==> config.mk <==
export PLATFORM = sky130hd
export DESIGN_NAME = bcd_seq_ctrl_flat
export DESIGN_NICKNAME = d
export VERILOG_FILES = /design/src/rtl/bcd_seq_ctrl_pkg.sv /design/src/rtl/bcd_seq_ctrl_if.sv /design/src/rtl/bcd_seq_ctrl_add3.sv /design/src/rtl/bcd_seq_ctrl.sv /design/src/flat_wrapper.sv
export SDC_FILE = /design/constraint.sdc
export NUM_CORES = 1
export LEC_CHECK = 0
export CAP_MARGIN = 15
export CORE_MARGIN = 4
export CORE_UTILIZATION = 35
export CTS_CLUSTER_SIZE = 10
export DETAILED_ROUTE_END_ITERATION = 10
export GPL_ROUTABILITY_DRIVEN = 0
export PLACE_DENSITY = 0.54
export SLEW_MARGIN = 10
export SYNTH_ARGS = -nofsm -noshare
export SYNTH_HDL_FRONTEND = slang
export SYNTH_SLANG_ARGS = --single-unit
export TNS_END_PERCENT = 10
==> constraint.sdc <==
create_clock -name clk -period 1.95 [get_ports clk]
set_input_delay 0.39 -clock clk [delete_from_list [all_inputs] [get_ports clk]]
set_output_delay 0.39 -clock clk [all_outputs]
set_load 0.1 [all_outputs]
==> src/rtl/bcd_seq_ctrl_pkg.sv <==
// Shared types and default parameters for the sequential binary-to-BCD controller.
package bcd_pkg;

  typedef enum logic [1:0] {
    IDLE  = 2'd0,
    SHIFT = 2'd1,
    DONE  = 2'd2
  } state_t;

  localparam int unsigned IN_W_DEF   = 11;
  localparam int unsigned DIGITS_DEF = 4;

  // Iteration counter must hold the value IN_W itself.
  function automatic int unsigned cnt_w(input int unsigned in_w);
    return $clog2(in_w + 1);
  endfunction

endpackage

==> src/rtl/bcd_seq_ctrl_if.sv <==
// Input/output valid-ready bundle of the BCD controller.
interface bcd_seq_ctrl_if
  import bcd_pkg::*;
#(
  parameter int unsigned IN_W   = IN_W_DEF,
  parameter int unsigned DIGITS = DIGITS_DEF
);

  logic                  in_valid;
  logic                  in_ready;
  logic [IN_W-1:0]       in_data;
  logic                  out_valid;
  logic                  out_ready;
  logic [4*DIGITS-1:0]   bcd;
  logic                  busy;

  modport master (
    output in_valid, in_data, out_ready,
    input  in_ready, out_valid, bcd, busy
  );

  modport slave (
    input  in_valid, in_data, out_ready,
    output in_ready, out_valid, bcd, busy
  );

endinterface

==> src/rtl/bcd_seq_ctrl_add3.sv <==
// Double-dabble correction cell: adds 3 to a BCD digit that is 5 or more.
module add3 (
  input  logic [3:0] i_digit,
  output logic [3:0] o_digit_c
);

  assign o_digit_c = (i_digit >= 4'd5) ? (i_digit + 4'd3) : i_digit;

endmodule

==> src/rtl/bcd_seq_ctrl.sv <==
// Sequential double-dabble converter: one add3+shift iteration per clock,
// valid/ready on both sides, zero-bubble back-to-back conversions.
module bcd_seq_ctrl
  import bcd_pkg::*;
#(
  parameter int unsigned IN_W   = IN_W_DEF,
  parameter int unsigned DIGITS = DIGITS_DEF
) (
  input  logic           clk,
  input  logic           rst_n,
  bcd_seq_ctrl_if.slave  bus
);

  localparam int unsigned BCD_W  = 4 * DIGITS;
  localparam int unsigned WORK_W = BCD_W + IN_W;
  localparam int unsigned CNT_W  = cnt_w(IN_W);

  // The BCD field must be able to hold the largest binary input.
  localparam bit CFG_OK = (longint'(10) ** DIGITS) > ((longint'(1) << IN_W) - 1);

  generate
    if (!CFG_OK) begin : g_cfg_err
      $error("bcd_seq_ctrl: DIGITS too small for IN_W");
    end
  endgenerate

  state_t              r_state;
  logic [WORK_W-1:0]   r_work;
  logic [CNT_W-1:0]    r_cnt;
  logic [BCD_W-1:0]    r_bcd;
  logic                r_out_valid;
  logic                r_busy;

  logic [BCD_W-1:0]    w_adj;
  logic [WORK_W-1:0]   w_next;
  logic [WORK_W-1:0]   w_load;
  logic                w_in_ready;
  logic                w_accept;

  // One correction cell per digit of the BCD half of the work register.
  generate
    for (genvar g = 0; g < int'(DIGITS); g++) begin : g_add3
      add3 u_add3 (
        .i_digit   (r_work[IN_W + 4*g +: 4]),
        .o_digit_c (w_adj[4*g +: 4])
      );
    end
  endgenerate

  assign w_next     = {w_adj, r_work[IN_W-1:0]} << 1;
  assign w_load     = {BCD_W'(0), bus.in_data};
  assign w_in_ready = (r_state == IDLE) | ((r_state == DONE) & bus.out_ready);
  assign w_accept   = bus.in_valid & w_in_ready;

  always_ff @(posedge clk or negedge rst_n) begin
    if (!rst_n) begin
      r_state     <= IDLE;
      r_work      <= '0;
      r_cnt       <= '0;
      r_bcd       <= '0;
      r_out_valid <= 1'b0;
      r_busy      <= 1'b0;
    end else begin
      case (r_state)
        IDLE: begin
          if (w_accept) begin
            r_work  <= w_load;
            r_cnt   <= CNT_W'(IN_W);
            r_busy  <= 1'b1;
            r_state <= SHIFT;
          end
        end
        SHIFT: begin
          r_work <= w_next;
          r_cnt  <= r_cnt - CNT_W'(1);
          // The edge that sees count==1 runs the last iteration and publishes it.
          if (r_cnt == CNT_W'(1)) begin
            r_bcd       <= w_next[WORK_W-1 -: BCD_W];
            r_out_valid <= 1'b1;
            r_busy      <= 1'b0;
            r_state     <= DONE;
          end
        end
        DONE: begin
          if (bus.out_ready) begin
            r_out_valid <= 1'b0;
            if (bus.in_valid) begin
              r_work  <= w_load;
              r_cnt   <= CNT_W'(IN_W);
              r_busy  <= 1'b1;
              r_state <= SHIFT;
            end else begin
              r_state <= IDLE;
            end
          end
        end
        default: begin
          r_state     <= IDLE;
          r_out_valid <= 1'b0;
          r_busy      <= 1'b0;
        end
      endcase
    end
  end

  assign bus.in_ready  = w_in_ready;
  assign bus.out_valid = r_out_valid;
  assign bus.bcd       = r_bcd;
  assign bus.busy      = r_busy;

endmodule
==> src/flat_wrapper.sv <==
// flat-port wrapper written by rule: the top's interface ports become plain ports
module bcd_seq_ctrl_flat import bcd_pkg::*;
#(
  parameter int unsigned IN_W   = IN_W_DEF,
  parameter int unsigned DIGITS = DIGITS_DEF
)
  (clk, rst_n, bus_in_valid, bus_in_data, bus_out_ready, bus_in_ready, bus_out_valid, bus_bcd, bus_busy);
  bcd_seq_ctrl_if #(.IN_W(IN_W), .DIGITS(DIGITS)) bus_i ();
  input  logic clk;
  input  logic rst_n;
  input wire logic [$bits(bus_i.in_valid)-1:0] bus_in_valid;
  input wire logic [$bits(bus_i.in_data)-1:0] bus_in_data;
  input wire logic [$bits(bus_i.out_ready)-1:0] bus_out_ready;
  output wire logic [$bits(bus_i.in_ready)-1:0] bus_in_ready;
  output wire logic [$bits(bus_i.out_valid)-1:0] bus_out_valid;
  output wire logic [$bits(bus_i.bcd)-1:0] bus_bcd;
  output wire logic [$bits(bus_i.busy)-1:0] bus_busy;
  assign bus_i.in_valid = bus_in_valid;
  assign bus_i.in_data = bus_in_data;
  assign bus_i.out_ready = bus_out_ready;
  assign bus_in_ready = bus_i.in_ready;
  assign bus_out_valid = bus_i.out_valid;
  assign bus_bcd = bus_i.bcd;
  assign bus_busy = bus_i.busy;
  bcd_seq_ctrl #(.IN_W(IN_W), .DIGITS(DIGITS)) u_core (.clk(clk), .rst_n(rst_n), .bus(bus_i));
endmodule
# [Word level (Yosys, flattened, before mapping)]
# Cells that the tools add are included.
[op_classes] addsub=5 magnitude_cmp=4 n_eq_ne=7 mux=25 bitwise=4 reduce_logical=7
[ops] cell="2-to-1 mux 27 bit" n=3
[ops] cell="case mux 27 bit (3 select lines)" n=1
[ops] cell="2-to-1 mux 4 bit" n=6
[ops] cell="greater-or-equal comparator 4 x 3 -> 1 bit, second input constant" n=4
[ops] cell="adder 4 x 2 -> 4 bit, second input constant" n=3
[ops] cell="case mux 4 bit (3 select lines)" n=1
[ops] cell="AND reduction 4 bit" n=2
[ops] cell="2-to-1 mux 1 bit" n=7
[ops] cell="2-to-1 mux 2 bit" n=3
[ops] cell="case mux 1 bit (3 select lines)" n=2
[ops] cell="case mux 2 bit (3 select lines)" n=1
[ops] cell="AND reduction 3 bit" n=2
[ops] cell="equality test 4 x 1 -> 1 bit, second input constant" n=1
[ops] cell="!= test 2 x 1 -> 1 bit, second input constant" n=2
[ops] cell="!= test 2 bit, second input constant" n=2
[ops] cell="subtractor 4 x 1 -> 4 bit, second input constant" n=1
[ops] cell="adder 3 x 2 -> 3 bit, second input constant" n=1
[ops] cell="2-to-1 mux 3 bit" n=1
[ops] cell="nonzero test 3 bit" n=1
[ops] cell="AND 1 bit" n=2
[ops] cell="equality test 2 x 1 -> 1 bit, second input constant" n=1
[ops] cell="equality test 2 bit, second input constant" n=1
[ops] cell="zero test 2 bit" n=1
[ops] cell="AND reduction 2 bit" n=1
[ops] cell="other kinds (2)" n=2
[totals] ff_bits=51 inputBits=15 out_inout_bits=19 word_cells=58

# [Logic depth before layout (Yosys ltp)]
# Gate-level depths: netlist of run 1.
[depth] depth_word=6 ltp_mapped=7 depth_no_buf=6

# [Hierarchy]
# Synthesis of run 1 repeated with hierarchy kept, for this count alone.
[unflattened] hier_cells=264 area_unflattened_um2=2565.0
[by_module_without_submodules] mod="bcd_seq_ctrl" n_inst=1 cells_per_inst=200 area_per_inst_um2=2159.6 seq_area_each_um2=1276.2
[by_module_without_submodules] mod="add3" n_inst=4 cells_per_inst=16 area_per_inst_um2=101.3 seq_area_each_um2=0.0

# [Worst setup path before layout of run 1]
# No wires, ideal clock.
[synth_timing] path_kind="register to output" start="reg u_core.r_state[0]" end="out bus_in_ready" arrival_time_ns=1.316 required_time_ns=1.560 slack_ns=0.244 path_stages_with_launch=3 n_path_buf=0 path_cell_list="dfrtp_1 inv_1 and2_1"
[synth_between] elab_chain_len=3 word_cells_on_any_way=4 classes_between="eq/ne: 1; bitwise: 2; reduce/logical: 1"
[synth_rtl] item="start, declared" line="bcd_seq_ctrl.sv:27" text="state_t r_state;"
[synth_rtl] item="start signal, assigned" line="bcd_seq_ctrl.sv:57" text="r_state <= IDLE;"
[synth_rtl] item="start signal, assigned" line="bcd_seq_ctrl.sv:70" text="r_state <= SHIFT;"
[synth_rtl] item="start signal, assigned" line="bcd_seq_ctrl.sv:81" text="r_state <= DONE;"
[synth_rtl] item="equality test 2 bit" line="bcd_seq_ctrl.sv:52" text="assign w_in_ready = (r_state == IDLE) | ((r_state == DONE) & bus.out_ready);"
[synth_rtl] item="AND 1 bit" line="bcd_seq_ctrl.sv:52"
[synth_rtl] item="OR 1 bit (*)" line="bcd_seq_ctrl.sv:52"
[synth_rtl] item="end, declared" line="flat_wrapper.sv:14" text="output wire logic [$bits(bus_i.in_ready)-1:0] bus_in_ready;"
# Mark *: on every way between the ends. The rest lies on a longest branch, timed or not.

# [Final worst setup path of run 1]
[layout_timing] start="in bus_out_ready" end="out bus_in_ready"
[layout_between] elab_chain_len=2
[layout_rtl] item="start, declared" line="flat_wrapper.sv:13" text="input wire logic [$bits(bus_i.out_ready)-1:0] bus_out_ready;"
[layout_rtl] item="AND 1 bit" line="bcd_seq_ctrl.sv:52"
[layout_rtl] item="OR 1 bit" line="bcd_seq_ctrl.sv:52"
# Every way passes these cells.

==> flow_summary.toml, run 1 <==
[floorplan]
initial_utilization = 0.3610
die_w_microns = 91.71
die_area_sq_um = 8410
die_height_microns = 91.71
core_footprint_sq_um = 6794
row_count = 30
io_pins = 34

[critical_path]
timing.setup.critical_path_class = "in2out"
required_ns = 1.56
worst_ep_arrival_time_ns = 1.47
crit_path_start_kind = "primary input"
critPathMaxFanout = 4
cpPeakStageDelay_ns = 0.49
setup.reg_to_reg.worst_slack_ns = 0.28
worst_path_max_delay_cell = "clkdlybuf4s50_1"
worstPathCellList = "clkdlybuf4s50_1 -> nand2b_2 -> and2_1 -> buf_12"
critical_path.endpoint_type = "output pin"

[timing]
relative_slew_margins = 0.6548
post-route-worst-setup-slack_ns = 0.09028
layout_worst_path_cycle_share = 0.9537
achievable-frequency_mhz = 537.7
total_of_endpoints_with_negative_setup_slack_in_the_final_report = 0
hold_viol = 0
timing_worst_slew_pin_value_ns = 0.5178
clock-skew-final_ns = 0.006338
grt_setup_unrepaired = "no"
aggregate_negative_setup_slack_ns = 0
timing_max_transition_violations_final = 0
timing.final.crit_period_ns = 1.860

[clock_tree]
clkSinkCount = 51
clock-root-buffer = "clkbuf_8"
clkTransAtPathRegs_ns = 0.09
cts-htree-levels = 2
clock_insertion_delay_worst_skew_ns = 0.30
max-clock-path-buffers = 2
cts.repair_timing.setup_buffer_count = 0
cts_hold_buffers = 0
cts_made_buffers = 5
cts_tree = "done"
ctsResizeCount = 0

[global_routing]
overflow = 0
first_global_vias = 1811
maximum_number_of_pins_on_one_net_before_global_route_repair = 32
grt_first_pass_wirelength_mm = 8.418
grt_antenna_before_repair = 0
grtUsageTotal = 0.1251

[yosys]
synth.cell_area_sq_um = 2452
synth_area_per_cell_sq_um = 10.30
syn-instance-count = 238
synthesis.yosys.warnings = 0
synthesis.nets = 263
synth.ff_latch_count = 51
fraction_of_the_yosys_area_taken_by_sequential_cells = 0.5204
synth_cell_type_count = 34

[routing]
wl_per_cell_microns = 12.94
vias_per_cell = 4.693
drt_first_iter_violations = 64
route.antenna.remaining_nets = 0
vias = 1760
drc = 0
drt_pass1_iterations = 4
drt_wl_total_mm = 4.851

[placement]
portBuffers = 33
post_dp_hpwl_mm = 3.393
place_ws_ns = 0.1063

[flow_run]
max_cap_violations = 0

[layout]
nets = 303
diodes = 0
final_layout_size_suffix_gt1_frac = 0.1649
final_util = 0.4381
syn2layout_area_growth_pct = 21.38

[min_path]
hold_crit_class = "in2async"

[run_status]
outcome = "completed"
worst max-delay path: cells and delay by family:
kind                   cells  cell delay (ns)
buffers and inverters      2             0.68
AND/OR/NAND/NOR            2             0.39
path summary, 6_finish.rpt:
path                              startpoint                  to  depth (start not counted)
max                            bus_out_ready        bus_in_ready                          4
min                                    rst_n  u_core.bus.bcd[15]                          1
max reg2reg                u_core.r_work[11]   u_core.bus.bcd[2]                          6
min reg2reg                 u_core.r_work[2]    u_core.r_work[2]                          2
max in group asynchronous              rst_n   u_core.r_work[11]                          2
min in group clk            u_core.r_work[2]    u_core.r_work[2]                          2
synth_stat cells (all sizes together):
cell type | number | area (sq um)
o21ai | 37 | 185.2
nand2b | 6 | 40.04
o22ai | 1 | 6.260
buf | 9 | 66.31
inv | 11 | 41.29
and3 | 1 | 11.26
nor3b | 8 | 65.06
xor2 | 1 | 8.760
a21oi | 14 | 70.07
mux2 | 6 | 67.56
a22o | 4 | 35.03
a22oi | 3 | 22.52
a31oi | 1 | 21.27
nor2 | 2 | 7.510
clkbuf | 1 | 3.750
xnor2 | 5 | 43.79
o21a | 1 | 7.510
and2 | 1 | 6.260
nor4 | 1 | 6.260
nor3 | 4 | 20.02
nor2b | 2 | 12.51
mux2i | 11 | 110.1
nand2 | 42 | 160.2
ha | 10 | 125.1
nand3 | 4 | 20.02
o31ai | 1 | 12.51
dfrtp | 51 | 1276
per-layer routing:
layer / track usage / vias up / wire, microns
met3: 0.03527 / 7 / 212
met1: 0.1640 / 830 / 2324
met5: 0 / - / 0
met2: 0.2002 / 27 / 2251
li1: - / 896 / -
met4: 0.03960 / 0 / 63
sequential cells by signal, summed over array words and instances (netlist names):
| register | flops |
|---|---|
| u_core.bus.busy | 1 |
| u_core.bus.bcd | 16 |
| u_core.bus.out_valid | 1 |
| u_core.r_state | 2 |
| u_core.r_work | 27 |
| u_core.r_cnt | 4 |
cell families after synthesis:
family / Yosys count / synth area share
AO/OA/AOI/OAI: 62 / 0.1469
XOR/XNOR: 6 / 0.02143
adder cells (fa/ha/maj): 10 / 0.05102
buffers and inverters: 21 / 0.04541
flip-flops: 51 / 0.5204
multiplexers: 17 / 0.07245
AND/OR/NAND/NOR: 71 / 0.1424
final cells by class:
type                       instances  area (sq um)
timing repair buffer              43         390.4
tap                               96         120.1
multi-input combinational        166          1067
fill                             685          3817
sequential                        51          1276
clock inverter                     1         5.005
inverter                          11         41.29
clock buffer                       7         76.32
per-stage QoR:
step	std cells	hold slack (ns)	cell area, sq um
3_5_place_dp	367	0.3973	2895
2_1_floorplan	238	0.09441	2452
3_3_place_gp	367	0.3953	2895
5_1_grt	375	0.08662	2977
6_report	375	0.05234	2977
4_1_cts	375	0.06588	2977
cell usage in the layout (no fill, tap or decap), types with 4 or more instances in the layout:
cell type and n:
nor3b_1 7, nor3_1 4, clkbuf_8 5, o21ai_0 6, inv_1 11, dfrtp_1 51
xnor2_1 5, clkdlybuf4s50_1 13, a21oi_1 14, nand2b_1 5, nand3_1 4, o21ai_1 31
a22o_1 4, mux2i_1 11, buf_4 26, nand2_1 41, ha_1 10
Power of run 1 is not shown: default switching activity piles up to over one toggle a cycle in this logic, so the estimate is an artifact.
==> run 2: changes to the inputs <==
CORE_UTILIZATION = 54   (was 35)
PLACE_DENSITY = 0.78   (was 0.54)
==> run 2 against run 1 <==
First-iteration DRC count is 110% higher; die area down 32%; global-route usage increased by 6.1 points; count of clock-buffer cells in the layout unchanged; wire length decreased by 7.4%.
==> flow_summary.toml, run 2 (synthesis gave the netlist of run 1 again) <==
[routing]
wl_per_cell_microns = 13.69
dr.max_layer_used = "met4"
vias_per_cell = 5.488
routed-wl-met3_microns = 238
drt_wl_total_mm = 4.491
route.antenna.remaining_nets = 0
drt_pass1_iterations = 4
vias = 1800
wl_met1_mm = 1.903
drc = 0
detailroute.wirelength.met2_mm = 2.260
drt_first_iter_violations = 133

[floorplan]
io_pins = 34
die_w_microns = 75.39
die_area_sq_um = 5684
row_count = 24
initial_utilization = 0.5594
die_height_microns = 75.39
core_footprint_sq_um = 4384

[placement]
post_dp_hpwl_mm = 3.204
portBuffers = 33

[timing]
clock-skew-final_ns = 0.008242
grt_setup_unrepaired = "no"
timing_max_transition_violations_final = 0
aggregate_negative_setup_slack_ns = 0
layout_worst_path_cycle_share = 0.9565
timing_worst_slew_pin_value_ns = 0.4075
hold_viol = 0
relative_slew_margins = 0.7284
achievable-frequency_mhz = 536.2
timing.final.crit_period_ns = 1.865
total_of_endpoints_with_negative_setup_slack_in_the_final_report = 0

[clock_tree]
cts.repair_timing.setup_buffer_count = 0
cts-htree-levels = 2
cts_made_buffers = 5
clkTransAtPathRegs_ns = 0.09
clock-root-buffer = "clkbuf_8"
max-clock-path-buffers = 2
clock_insertion_delay_worst_skew_ns = 0.30
ctsResizeCount = 0
cts_tree = "done"
clkSinkCount = 51
cts_hold_buffers = 0

[global_routing]
grtUsageTotal = 0.1865
grt_first_pass_wirelength_mm = 8.169
grt_antenna_before_repair = 0
overflow = 0
maximum_number_of_pins_on_one_net_before_global_route_repair = 36
first_global_vias = 1864

[critical_path]
setup.reg_to_reg.worst_slack_ns = 0.25
critical_path.reg2reg.endpoint = "u_core.bus.bcd[4]"
crit_path_start_kind = "primary input"
worst-r2r-cell-count = 7
critPathMaxFanout = 4
timing.setup.critical_path_class = "in2out"
rr_startpoint = "u_core.r_cnt[1]"
critical_path.endpoint_type = "output pin"
required_ns = 1.56
worst_ep_arrival_time_ns = 1.48

[layout]
most_frequent_cells_in_the_layout = "dfrtp_1 (51), nand2_1 (41), o21ai_1 (31)"
final_layout_size_suffix_gt1_frac = 0.1558
layout.cells.most_common = "dfrtp_1"
largest_reg_flops = 27
top_register_by_number_of_flip_flops = "u_core.r_work"
final_util = 0.6612
syn2layout_area_growth_pct = 18.21
diodes = 0
nets = 300

[run_status]
outcome = "completed"

[min_path]
hold_crit_class = "in2async"

[flow_run]
max_cap_violations = 0
run 2: stage by stage:
step           hold slack (ns)  cells  area [sq um]  setup WS (ns)
6_report              0.003649    328          2899        0.08491
5_1_grt                0.02976    328          2899        0.02620
4_1_cts                0.01571    328          2899        0.09254
3_5_place_dp            0.3478    320          2818        0.08401
3_3_place_gp            0.3424    320          2818         0.1239
2_1_floorplan          0.09441    238          2452         0.2445
run 2: how the worst max path moves through the flow:
stage / slack [ns] / to / from
after global placement: 0.12 / bus_in_ready / bus_out_ready
after CTS: 0.09 / bus_in_ready / bus_out_ready
after global routing: 0.03 / bus_in_ready / bus_out_ready
final: 0.08 / bus_in_ready / bus_out_ready
after detailed placement: 0.08 / u_core.r_work[5] / bus_out_ready
after floorplan: 0.24 / bus_in_ready / u_core.r_state[0]
run 2: area by class of cell:
| class | count | area [sq um] |
|---|---|---|
| Multi-Input combinational cell | 166 | 1067 |
| Inverter | 11 | 41.29 |
| Timing Repair Buffer | 40 | 367.9 |
| Tap cell | 52 | 65.06 |
| Sequential cell | 51 | 1276 |
| Fill cell | 352 | 1485 |
| Clock buffer | 7 | 76.32 |
| Clock inverter | 1 | 5.005 |
run 2: routing by layer:
layer  track usage  up-vias
li1              -      887
met1        0.2300      855
met2        0.3202       48
met3       0.03430       10
met4       0.07961        0
met5             0        -
run 2: worst max-delay path: stages:
cell             delay, ns
clkdlybuf4s50_1       0.50
nand2b_2              0.18
and2_1                0.21
buf_12                0.19
Power of run 2 is left out for the same reason.
